==> src/rtl/bist_pattern_sequencer.sv <==
// BIST controller for one Nt_Node subcircuit under test.
// An LFSR drives pseudo-random vectors into the SUT. The SUT response bit is
// compacted into a MISR. The final signature is compared against a golden value.
module bist_pattern_sequencer #(
    parameter int          N_IN        = 5,
    parameter int          PAT_COUNT   = 1000,
    parameter int          CAPTURE_LAT = 2,
    parameter logic [15:0] SEED        = 16'h0001
) (
    input  logic            I1470_clk,
    input  logic            I1477_rst,
    input  logic            start,
    input  logic            abort,
    input  logic [15:0]     golden_sig,
    input  logic            sut_out,
    output logic [N_IN-1:0] sut_in,
    output logic            sut_rst,
    output logic            busy,
    output logic            done,
    output logic            pass,
    output logic [15:0]     signature,
    output logic [15:0]     pat_cnt
);

    localparam logic [15:0] POLY       = 16'h6801;
    localparam int          VW         = (CAPTURE_LAT == 0) ? 1 : CAPTURE_LAT;
    localparam logic [15:0] PAT_LAST   = 16'(PAT_COUNT - 1);
    localparam logic [15:0] PAT_MAX    = 16'(PAT_COUNT);
    localparam logic [2:0]  FLUSH_LAST = 3'((CAPTURE_LAT == 0) ? 0 : CAPTURE_LAT - 1);

    typedef enum logic [2:0] {
        S_IDLE,
        S_RESET_SUT,
        S_APPLY,
        S_FLUSH,
        S_COMPARE,
        S_DONE
    } state_t;

    state_t          state;
    state_t          state_next;
    logic [15:0]     lfsr;
    logic [15:0]     misr;
    logic [15:0]     cnt;
    logic [2:0]      phase;
    logic            pass_q;
    logic [N_IN-1:0] last_pat;
    logic [VW-1:0]   vld_p;
    logic [VW:0]     vld_chain;
    logic            vld_in;
    logic            vld_out;

    // Galois LFSR step (x^16 feedback taps 16'h6801)
    function automatic logic [15:0] lfsr_step(input logic [15:0] v);
        return {v[14:0], 1'b0} ^ (v[15] ? POLY : 16'h0000);
    endfunction

    // MISR step: same polynomial, response bit folded into bit 0
    function automatic logic [15:0] misr_step(input logic [15:0] v, input logic b);
        return {v[14:0], 1'b0} ^ (v[15] ? POLY : 16'h0000) ^ {15'b0, b};
    endfunction

    // Pattern counter stops at the run length instead of wrapping
    function automatic logic [15:0] sat_inc(input logic [15:0] v);
        return (v == PAT_MAX) ? v : v + 16'd1;
    endfunction

    // Valid pipe: tap CAPTURE_LAT selects the live input when latency is zero
    assign vld_chain = {vld_p, vld_in};
    assign vld_out   = vld_chain[CAPTURE_LAT];

    assign signature = misr;
    assign pat_cnt   = cnt;
    assign pass      = pass_q;

    // State register
    always_ff @(posedge I1470_clk) begin
        if (I1477_rst) state <= S_IDLE;
        else           state <= state_next;
    end

    // Next-state and Moore outputs; abort overrides every transition
    always_comb begin
        state_next = state;
        sut_rst    = 1'b1;
        busy       = 1'b0;
        done       = 1'b0;
        sut_in     = '0;
        vld_in     = 1'b0;
        case (state)
            S_IDLE: begin
                if (start) state_next = S_RESET_SUT;
            end
            S_RESET_SUT: begin
                busy = 1'b1;
                if (phase == 3'd1) state_next = S_APPLY;
            end
            S_APPLY: begin
                busy    = 1'b1;
                sut_rst = 1'b0;
                sut_in  = lfsr[N_IN-1:0];
                vld_in  = 1'b1;
                if (cnt == PAT_LAST)
                    state_next = (CAPTURE_LAT == 0) ? S_COMPARE : S_FLUSH;
            end
            S_FLUSH: begin
                busy    = 1'b1;
                sut_rst = 1'b0;
                sut_in  = last_pat;
                if (phase == FLUSH_LAST) state_next = S_COMPARE;
            end
            S_COMPARE: begin
                busy       = 1'b1;
                sut_rst    = 1'b0;
                sut_in     = last_pat;
                state_next = S_DONE;
            end
            S_DONE: begin
                done = 1'b1;
                if (start) state_next = S_RESET_SUT;
            end
            default: state_next = S_IDLE;
        endcase
        if (abort) state_next = S_IDLE;
    end

    // Sequencer datapath: LFSR, MISR, pattern count, valid pipe, verdict
    always_ff @(posedge I1470_clk) begin
        if (I1477_rst) begin
            lfsr   <= SEED;
            misr   <= 16'h0000;
            cnt    <= 16'h0000;
            vld_p  <= '0;
            phase  <= 3'd0;
            pass_q <= 1'b0;
        end else if (abort) begin
            // misr and cnt keep their values so an aborted run can be inspected
            vld_p  <= '0;
            phase  <= 3'd0;
            pass_q <= 1'b0;
        end else begin
            phase <= (state_next != state) ? 3'd0 : phase + 3'd1;
            vld_p <= vld_chain[VW-1:0];
            if (state_next == S_RESET_SUT) pass_q <= 1'b0;
            case (state)
                S_RESET_SUT: begin
                    lfsr  <= SEED;
                    misr  <= 16'h0000;
                    cnt   <= 16'h0000;
                    vld_p <= '0;
                end
                S_APPLY: begin
                    lfsr <= lfsr_step(lfsr);
                    cnt  <= sat_inc(cnt);
                    if (vld_out) misr <= misr_step(misr, sut_out);
                end
                S_FLUSH: begin
                    if (vld_out) misr <= misr_step(misr, sut_out);
                end
                S_COMPARE: begin
                    pass_q <= (misr == golden_sig);
                end
                default: ;
            endcase
        end
    end

    // Last applied pattern, held on the SUT inputs while the pipe drains
    always_ff @(posedge I1470_clk) begin
        if (state == S_APPLY) last_pat <= lfsr[N_IN-1:0];
    end

endmodule
==> config.mk <==
export PLATFORM = sky130hd
export DESIGN_NAME = bist_pattern_sequencer
export DESIGN_NICKNAME = d
export VERILOG_FILES = /design/src/rtl/bist_pattern_sequencer.sv
export SDC_FILE = /design/constraint.sdc
export NUM_CORES = 1
export LEC_CHECK = 0
export BUFFER_PORTS_ARGS = -buffer_cell sky130_fd_sc_hd__buf_2
export CELL_PAD_IN_SITES_DETAIL_PLACEMENT = 0
export CELL_PAD_IN_SITES_GLOBAL_PLACEMENT = 1
export CORE_ASPECT_RATIO = 0.75
export CORE_MARGIN = 5
export CORE_UTILIZATION = 41
export CTS_CLUSTER_DIAMETER = 100
export DETAILED_ROUTE_END_ITERATION = 8
export GPL_TIMING_DRIVEN = 0
export HOLD_SLACK_MARGIN = 0.08
export PLACE_DENSITY_LB_ADDON = 0.1
export SETUP_SLACK_MARGIN = 0.2
export SKIP_LAST_GASP = 1
export SYNTH_ARGS = -nofsm -noshare
export SYNTH_HDL_FRONTEND = slang
export SYNTH_SLANG_ARGS = --single-unit
export TNS_END_PERCENT = 10
==> constraint.sdc <==
create_clock -name I1470_clk -period 2.3 [get_ports I1470_clk]
set_input_delay 0.69 -clock I1470_clk [delete_from_list [all_inputs] [get_ports I1470_clk]]
set_output_delay 0.69 -clock I1470_clk [all_outputs]
set_load 0.005 [all_outputs]
# Word level (Yosys, flattened, before mapping)
# Cells that the tools add are included.
# op_classes
n_addsub	2
n_reduce_logical	15
n_mux	20
n_bitwise	4
eq_ne	13
# op_table
cell	n
16-bit case mux with 2 select lines	3
16-bit by 10-bit == test with 1-bit output (second input constant)	2
16-bit 2-to-1 mux	2
16-bit by 15-bit bitwise XOR with 16-bit output	2
15-bit 2-to-1 mux	2
16-bit by 1-bit adder with 16-bit output (second input constant)	1
16-bit == test	1
16-bit by 1-bit bitwise XOR with 16-bit output	1
3-bit 2-to-1 mux	5
3-bit case mux with 5 select lines	1
5-bit case mux with 2 select lines	1
3-bit by 1-bit == test with 1-bit output (second input constant)	3
3-bit OR reduction	3
2-bit OR reduction	4
3-bit by 2-bit == test with 1-bit output (second input constant)	2
3-bit == test (second input constant)	2
1-bit 2-to-1 mux	6
3-bit AND reduction	2
2-bit nonzero test	3
4-bit OR reduction	1
3-bit by 1-bit adder with 3-bit output (second input constant)	1
3-bit logical NOT	1
3-bit != test	1
2-bit by 1-bit != test with 1-bit output (second input constant)	1
other kinds (3)	3
# word_totals
in_bits	21
register_bits	62
wordCells	62
out_inout_bits	41

# Logic depth before layout (Yosys ltp)
# logic_depth
depth_word	7
ltp_mapped	7
mapped_depth_nobuf	7

# Least setup slack after synthesis
# Ideal clock, no wire load.
# synth_timing
path_kind	in2reg
from	in abort
to	reg cnt[15], in the netlist pat_cnt[15]
required_ps	2230
stages	5
setup_slack_ps	317
t_arrival_ps	1913
path_buffers	0
setup_ps	70
path_cell_list	or2_4 > nor4_4 > nand4_2 > or3_1 > a21oi_1
# synth_between
elab_chain_cells	2
# synth_lines
element	line_no	rtl
start: declaration	13	input logic abort,
1-bit NOT (no source line)	--	
3-bit AND reduction (no source line)	--	
end signal: assignment	154	cnt <= sat_inc(cnt);
end: declaration	44	logic [15:0] cnt;
# Every way passes these cells.
# A chain may end at the register's enable or synchronous reset.

# Worst setup path after layout
# layout_timing
from	reg state[2]
to	out sut_in[2]
# layout_between
elab_chain_cells	3
elab_cells_between_ends	5
cone_classes	eq/ne (3); mux (1); reduce/logical (1)
# layout_lines
element	line_no	rtl
start: declaration	40	state_t state;
start signal: assignment	79	else state <= state_next;
3-bit by 2-bit == test with 1-bit output / 3-bit == test (equally long branches)	90	case (state)
2-bit OR reduction (no source line)	--	
5-bit case mux with 2 select lines *	90	
end: declaration	16	output logic [N_IN-1:0] sut_in,
# Mark *: on every way between the ends. The rest lies on a longest branch, timed or not.

==> run summary <==
- **CTS tree** built
- **reported leakage power** 1.46 nW
- **Syn Std Cell Area** 2900 um2
- **CTS clk-pin slew, worst paths** 80 ps
- **remaining antenna violation count** 0
- **placed insts** 478
- **I/O pins** 62
- **nets in the synthesized netlist** 344
- **x dimension of the die** 107 um
- **Relative slew margins** 0.541
- **worst-path maximum fanout** 7
- **Gate Count Post-Synth** 319
- **critical path cell sequence** buf_6 > nor3b_4 > buf_12 > nand2_2 > o21ai_1 > buf_2
- **DRC marker count from the first detailed-route iteration** 107
- **total global routing overflow** 0
- **sequential-to-total area share from yosys stat** 0.445
- **slowest cell delay on critical path** 330 ps
- **site row count** 26
- **cell types occupying the most area after synthesis** dfxtp_1 (39%), xnor2_1 (6.3%), edfxtp_1 (5.2%)
- **met1 GRT Util** 0.249
- **share of the synthesized area in the top cell type** 0.393
- **weighted congestion reported at the end of routability-driven placement** 0.810
- **clk sinks** 62
- **ant diodes** 0
- **Clock Skews** 9.21 ps
- **number of buffers added on ports** 61
- **Final Routed Wirelength** 7170 um
- **initial antenna violation count** 0
- **via count of the routed design** 2498
- **type of the setup path with the least slack** register to primary output
- **slowest CP cell** dfxtp_2
- **number of maximum-capacitance constraint violations** 0
- **buffers plus inverters on the worst setup path** 3
- **CTS H-Tree Depth** 3
- **final period demand of the worst path** 2110 ps
- **detailed-routing iteration count for the pre-antenna-repair pass** 4
- **dominant register cell in the synthesized netlist** dfxtp_1
- **number of setup violations in the final report** 0
- **transition at the pin with the smallest max-transition slack** 682 ps
- **layout cell share with drive strength beyond 1** 0.285
- **post-DR wirelength/cell** 14.3 um
- **met3 layer usage reported by global route** 0.0488
- **fill cell instance count of the final layout** 659
- **number of synthesis warnings** 0
- **most congested layer reported by global routing** met1
- **setup repair after global routing missed its margin** true
- **synth-to-layout area growth** 27.4%
- **top library cells by usage in the layout, fill and taps aside** buf_2 (62), dfxtp_1 (54), nand2_1 (29)
- **number of global-route vias before repair** 2352
- **TritonCTS Buffers** 9
- **largest vdd supply drop** 0.353 mV
- **count of non-filler cells in the finished layout** 502
- **number of enable-type register cells in the synthesized netlist** 5
- **endpoint arrival time on the critical path** 1420 ps
- **dominant delay contributor by cell family on the critical path** buffers and inverters
- **clock latency of the later-clocked register in the worst-skew pair** 340 ps
- **maximum number of pins on one net before global-route repair** 14
- **die outline area** 8880 um2
- **count of state elements after synthesis** 62
- **asr flop ratio synth** 0
- **required time at the worst-slack endpoint** 1610 ps
- **total number of nets in the final design** 424
- **min-delay worst type** register to register
- **FMAX** 0.473 GHz
- **Residual DRC** 0
- **worst-case clock buffer depth** 2
- **root buffer selected by CTS** clkbuf_8
- **cell area power density** 593 nW/um2
- **overall routing resource usage** 0.168
- **Hold Vio Cnt, Final** 0
- **core outline area** 6860 um2
- **vias per std cell** 4.98
- **crit start category** register
- **Period Utilization, post-route** 0.919
- **first-pass GRT wire length** 12000 um
- **max-slew violation count** 0
- **worst-case hold slack** 415 ps
- **height of the die** 82.9 um
- **met2 track demand over resource in global routing** 0.236
- **syn avg cell area** 9.10 um2
- **library cell occupying the most area in the post-synthesis netlist** dfxtp_1
- **starting density of the core** 0.423
- **number of distinct library cells after synthesis** 50
- **dpl hpwl** 5180 um
- **category of the worst setup path capture point** primary output
- **run status** finished clean
- **leading cell type in the layout, fill and taps excluded** buf_2
[metal layers]
metal / wire, um / up-vias
met2: 3070 / 34
met4: 56 / 0
li1: - / 1283
met5: 0 / -
met3: 304 / 4
met1: 3740 / 1177
[worst register-to-register path, stage by stage, from the launching register on]
cell	delay [ps]
dfxtp_2	320
buf_6	130
buf_4	130
or2_4	280
nor4_4	400
nand4_2	250
or3_1	360
a21oi_1	150
[stage by stage]
stage	worst slack, ps	TNS, ps	area (um2)	power [mW]	util
finish	185	0	3700	2.19	0.539
global route	83.3	0	3700	2.29	0.539
CTS	190	0	3690	2.21	0.538
detailed placement	-133	-636	3330	1.23	0.485
global placement	-106	-571	3330	1.23	0.485
floorplan	317	0	2900	1.18	-
[power breakdown]
part,internal [mW],switching (mW),leakage (nW)
sequential,1.09,0.00414,0.509
combinational,0.0453,0.0679,0.852
clock,0.513,0.472,0.0968
total,1.65,0.544,1.46
[cells in the mapped netlist, drive strengths merged (9+ instances only)]
cell	number
o21ai	11
a21oi	24
inv	9
nand3	26
nor2	28
dfxtp	57
xor2	15
clkbuf	11
xnor2	22
nand2	33
[state kept, by name (all words and copies together), names as in the netlist]
register,flops
state,3
lfsr,16
last_pat,5
pass,1
phase,3
vld_p,2
pat_cnt,16
signature,16
[path summary, 6_finish.rpt]
kind                  from          end  cells after the start  slack (ps)
hold reg to reg   vld_p[0]     vld_p[1]                      2         410
hold / removal    vld_p[0]     vld_p[1]                      2         410
setup / recovery  state[2]    sut_in[2]                      6         190
setup reg to reg  state[2]  pat_cnt[15]                      7         200
[logic make-up (layout without fill, tap and decap cells)]
| logic type | count (synthesis) | after routing | synth area share |
|---|---|---|---|
| and+or+nand+nor | 124 | 124 | 0.224 |
| buffers and inverters | 25 | 110 | 0.0384 |
| adders and majority gates | 4 | 4 | 0.0172 |
| DFF | 62 | 62 | 0.445 |
| AOI/OAI and AO/OA | 62 | 62 | 0.144 |
| muxes | 5 | 5 | 0.0172 |
| xor gates and xnor gates | 37 | 37 | 0.114 |
[layout make-up]
class | count | area [um2] | area share
Clock buffer | 9 | 124 | 0.0335
Timing Repair Buffer | 69 | 378 | 0.102
Multi-Input combinational cell | 232 | 1540 | 0.417
Inverter | 9 | 37.5 | 0.0102
Buffer | 16 | 119 | 0.0321
Clock inverter | 7 | 80.1 | 0.0217
Sequential cell | 62 | 1290 | 0.350
Tap cell | 98 | 123 | 0.0332
[what timing repair did]
item,4_1_cts,5_1_grt
resized for setup,26,2
endpoints found under the setup margin,9,32
setup buffers,8,0
hold buffers,0,0
endpoints found under the hold margin,0,0
pin swaps,2,0
Power figures use the tool's default switching activity.
